## config.mk

```make
export PLATFORM = sky130hd
export DESIGN_NAME = reg_port_arbiter
export DESIGN_NICKNAME = d
export VERILOG_FILES = /design/src/rtl/reg_port_arbiter.sv
export SDC_FILE = /design/constraint.sdc
export NUM_CORES = 1
export LEC_CHECK = 0
export CAP_MARGIN = 20
export CORE_UTILIZATION = 33
export CTS_BUF_LIST = sky130_fd_sc_hd__clkbuf_16
export CTS_CLUSTER_DIAMETER = 30
export CTS_CLUSTER_SIZE = 24
export DETAILED_ROUTE_END_ITERATION = 10
export HOLD_SLACK_MARGIN = 0.03
export MAX_ROUTING_LAYER = met4
export PLACE_DENSITY_LB_ADDON = 0.15
export SETUP_SLACK_MARGIN = 0.3
export SLEW_MARGIN = 30
export SYNTH_ARGS = -nofsm -noshare
export SYNTH_HDL_FRONTEND = slang
export SYNTH_SLANG_ARGS = --single-unit
```

## constraint.sdc

```tcl
create_clock -name clk -period 1.6 [get_ports clk]
set_clock_uncertainty 0.1 [all_clocks]
set_input_delay 0.32 -clock clk [delete_from_list [all_inputs] [get_ports clk]]
set_output_delay 0.32 -clock clk [all_outputs]
set_load 0.02 [all_outputs]
```

## src/rtl/reg_port_arbiter.sv

```systemverilog
// Two-port round-robin sequencer in front of a single register file: IDLE -> ISSUE -> RESP.
// Optional REG_ARB_R0_ZERO_EN makes register 0 read as zero and suppresses writes to it.
module reg_port_arbiter #(
  parameter int DATA_W = 32,
  parameter int ADDR_W = 4
) (
  input  logic                  clk,
  input  logic                  rst,
  input  logic [1:0]            req_valid,
  input  logic [1:0]            req_we,
  input  logic [2*ADDR_W-1:0]   req_addr,
  input  logic [2*DATA_W-1:0]   req_wdata,
  output logic [1:0]            req_ready,
  output logic [1:0]            rsp_valid,
  output logic [DATA_W-1:0]     rsp_rdata,
  output logic                  rf_read_en,
  output logic                  rf_write_en,
  output logic [ADDR_W-1:0]     rf_addr,
  output logic [DATA_W-1:0]     rf_write_data,
  input  logic [DATA_W-1:0]     rf_read_data,
  output logic                  busy
);

`ifdef REG_ARB_R0_ZERO_EN
  localparam bit R0_ZERO = 1'b1;
`else
  localparam bit R0_ZERO = 1'b0;
`endif

  typedef enum logic [1:0] {IDLE, ISSUE, RESP} state_t;

  state_t              state_q, state_d;
  logic                last_grant_q, last_grant_d;
  logic                grant_q, grant_d;
  logic                we_q, we_d;
  logic [ADDR_W-1:0]   addr_q, addr_d;
  logic [DATA_W-1:0]   wdata_q, wdata_d;
  logic                rd_en_q, rd_en_d;
  logic                wr_en_q, wr_en_d;
  logic [1:0]          rsp_valid_q, rsp_valid_d;
  logic                busy_q, busy_d;
  logic                winner;
  logic [ADDR_W-1:0]   win_addr;
  logic                win_we;

  always_comb begin
    // Port 1 wins when it is alone, or on a tie when port 0 was served last.
    winner      = req_valid[1] & (~req_valid[0] | ~last_grant_q);
    win_addr    = winner ? req_addr[2*ADDR_W-1:ADDR_W] : req_addr[ADDR_W-1:0];
    win_we      = req_we[winner];
    req_ready   = '0;
    state_d     = state_q;
    last_grant_d = last_grant_q;
    grant_d     = grant_q;
    we_d        = we_q;
    addr_d      = addr_q;
    wdata_d     = wdata_q;
    rd_en_d     = 1'b0;
    wr_en_d     = 1'b0;
    rsp_valid_d = '0;
    case (state_q)
      IDLE: begin
        if (|req_valid) begin
          req_ready[winner] = 1'b1;
          grant_d      = winner;
          last_grant_d = winner;
          we_d         = win_we;
          addr_d       = win_addr;
          wdata_d      = winner ? req_wdata[2*DATA_W-1:DATA_W] : req_wdata[DATA_W-1:0];
          rd_en_d      = ~win_we;
          wr_en_d      = win_we & ~(R0_ZERO && (win_addr == '0));
          state_d      = ISSUE;
        end
      end
      ISSUE: begin
        rsp_valid_d[grant_q] = 1'b1;
        state_d              = RESP;
      end
      RESP:    state_d = IDLE;
      default: state_d = IDLE;
    endcase
    busy_d = (state_d != IDLE);
  end

  always_ff @(posedge clk) begin
    if (!rst) begin
      state_q      <= IDLE;
      last_grant_q <= 1'b1;
      grant_q      <= 1'b0;
      we_q         <= 1'b0;
      addr_q       <= '0;
      wdata_q      <= '0;
      rd_en_q      <= 1'b0;
      wr_en_q      <= 1'b0;
      rsp_valid_q  <= '0;
      busy_q       <= 1'b0;
    end else begin
      state_q      <= state_d;
      last_grant_q <= last_grant_d;
      grant_q      <= grant_d;
      we_q         <= we_d;
      addr_q       <= addr_d;
      wdata_q      <= wdata_d;
      rd_en_q      <= rd_en_d;
      wr_en_q      <= wr_en_d;
      rsp_valid_q  <= rsp_valid_d;
      busy_q       <= busy_d;
    end
  end

  always_comb begin
    rsp_rdata = '0;
    if (state_q == RESP && !we_q && !(R0_ZERO && (addr_q == '0)))
      rsp_rdata = rf_read_data;
  end

  // A reset asserted while in RESP must suppress the pulse already on the flop.
  assign rsp_valid     = rsp_valid_q & {2{rst}};
  assign rf_read_en    = rd_en_q;
  assign rf_write_en   = wr_en_q;
  assign rf_addr       = addr_q;
  assign rf_write_data = wdata_q;
  assign busy          = busy_q;

endmodule

```

==> reports/results.ini <==
[run_status]
outcome=finished with violations
violations=DRC, setup timing

[sta]
rsz0062_at_grt=true
setup_violations=71
final_hold_viol_count=0
period_needed_ns=1.82
period_share_pct=114
max_freq_ghz=0.549
worst_slew_margin_rel_pct=58.6
worst_slew_pin_slew_ns=0.622
maxSlewViolCount=0
timing.final.ws_setup_ns=-0.220
whs_ns=0.384

[critical_path]
worst_setup_path_end_kind=output pin
crit_type=reg2out
timing.rr.start=state_q[0]
worstPathArrival_ns=1.40
crit_slowest_cell=dfxtp_2
r2r_slack_ns=-0.19
rr_endpoint=rf_write_data[14]
crit_path_start_kind=register
cpPeakStageDelay_ns=0.34
reg2reg_depth=9
worst-path-max-fanout=16
required_ns=1.18
crit_path_cell_trace=nor3b_4 -> buf_4 -> buf_12 -> and2_1 -> buf_6

[synthesis]
yosys.cell_types.count=27
yosysTopAreaCell=dfxtp_1
synth_top_area_share_pct=41.2
netlist_area_sq_um=2230
syn_avg_cell_area_sq_um=7.92
synthTopCellsByArea=dfxtp_1 (41%), nand3_1 (16%), a31oi_1 (10%)
synth_ff_type=dfxtp_1
synth_seq_cells=46
syn-num-nets=392
seq_area_frac_synth_pct=41.2
synth_enable_flop_cells=0
synthArstFlopShare_pct=0
synthTopCellsByCount=nand3_1 (73), dfxtp_1 (46), a31oi_1 (36), and2_1 (36), o21ai_0 (35)
synth_warnings=0
yosys.cell_count.top_type=nand3_1
synth_cells=282

[placement]
gp_congestion=0.808
hpwl_um=6240
placed_cell_area_sq_um=4300
port_buffers=184

[global_route]
grt_pass1_vias=3258
antenna_found_initial=0
grt_max_degree=37
overflow=0
grt_pass1_wl_um=17000
grt_use_total_pct=32.3

[min_path]
min_to=rsp_valid_q[0]
worstHoldPathCells=1
hold_path_startpoint=grant_q
hp-class=reg2reg

[clock_tree]
root_buffer=clkbuf_16
htree_num_levels=2
cts.path.max_buffers=2
cts_sinks=46
cts_buffers=5
clkTransAtPathRegs_ns=0.07
clock_latency_ns=0.29
cts_tree=built

[power]
powerDensity_nw_per_um2=756
pwr-share-comb_pct=42.0
leakage_uw=0.00230
p_switching_uw=1300
intPower_uw=2880
peakVddDrop_uv=514
clockPowerShare_pct=26.7
seqPwrFrac_pct=31.3
p_sw_share_pct=31.1

[drt]
first_iter_violations=235
wl_per_cell_um=21.4
vias=3348
drc=30
ant_nets=0
routed_wl_um=12600
first_pass_iters=8
via_per_inst=5.69

[die]
initial_core_util_pct=34.6
row_count=29
num_io_pins=185
core_sq_um=6460
die-height_um=84.3
fp.dieArea_sq_um=7100
die_x_um=84.3

[run]
cap_violations=0

[final_layout]
final_layout_size_suffix_gt1_share_pct=50.1
finalInstanceArea_sq_um=5530
area_growth_pct=147
nets=620
diodes=0

power groups by stage:
stage | Sequential (uW) | Combinational, uW | Clock, uW
global placement | 1320 | 1130 | 0
finish | 1310 | 1750 | 1120
global route | 1320 | 1820 | 1160
floorplan | 1430 | 434 | 0
detailed placement | 1330 | 1140 | 0
CTS | 1300 | 1580 | 1090
logic make-up (layout without fill, tap and decap cells):
logic type	after synthesis	in the layout	synth area share, %
compound gates	78	78	19.9
buf+inv	34	263	7.84
flops	46	46	41.2
mux	1	1	0.448
simple gates	123	123	30.6
how the worst max path moves through the flow:
stage | start | to | cells past startpoint
4_1_cts | state_q[1] | rsp_rdata[29] | 5
5_1_grt | state_q[0] | rsp_rdata[31] | 5
3_3_place_gp | req_valid[1] | req_ready[1] | 5
6_report | we_q | rsp_rdata[31] | 5
3_5_place_dp | req_valid[1] | we_q | 5
2_1_floorplan | state_q[1] | rsp_rdata[0] | 3
per-stage QoR:
step | cells | setup TNS (ns) | util, % | power [uW] | setup slack [ns]
after floorplan | 282 | 0 | - | 1870 | 0.218
after global placement | 533 | -26.78 | 66.6 | 2450 | -0.597
after detailed placement | 533 | -29.45 | 66.6 | 2460 | -0.646
after CTS | 576 | -7.35 | 81.6 | 3980 | -0.197
after global routing | 588 | -15.37 | 85.6 | 4300 | -0.281
final | 588 | -11.63 | 85.6 | 4180 | -0.220
metal layers:
layer / GRT usage (%) / routed length [um]
met1: 33.0 / 4270
met2: 57.7 / 6610
met3: 6.78 / 1140
met4: 17.7 / 563
met5: - / 0
cell type report:
cell class,instances,area (sq um)
Clock inverter,2,7.51
Tap cell,77,96.3
Multi-Input combinational cell,202,1570
Fill cell,368,930
Sequential cell,46,936
Timing Repair Buffer,251,2750
Clock buffer,6,150
Inverter,4,17.5
worst max-delay path: cells and delay by family (launching register included):
family | cells | cell delay (ns)
buf+inv | 3 | 0.40
simple gates | 2 | 0.38
flops | 1 | 0.34
timing repair:
action                     in CTS  in global routing
pin swaps                      37                 79
cloned                         13                  2
hold buffers                    0                  0
setup endpoints to repair     118                103
setup buffers                  22                 10
resized for setup             437                 80
state kept, by name, indices dropped and copies added, names as in the netlist, 2 cells and up:
| register | flops |
|---|---|
| rf_write_data | 32 |
| rf_addr | 4 |
| rsp_valid_q | 2 |
| state_q | 2 |
layout by cell type (no fill, tap or decap), types with 8 or more instances in the layout:
cell and instances:
a31oi_1 33, and2_2 11, o21ai_1 25, nand3_2 34, buf_16 11, clkbuf_16 8, buf_6 50, buf_12 17
buf_2 38, dfxtp_1 40, nand3_1 36, buf_4 21, clkdlybuf4s50_1 106, and2_4 23
Power figures use the tool's default switching activity.
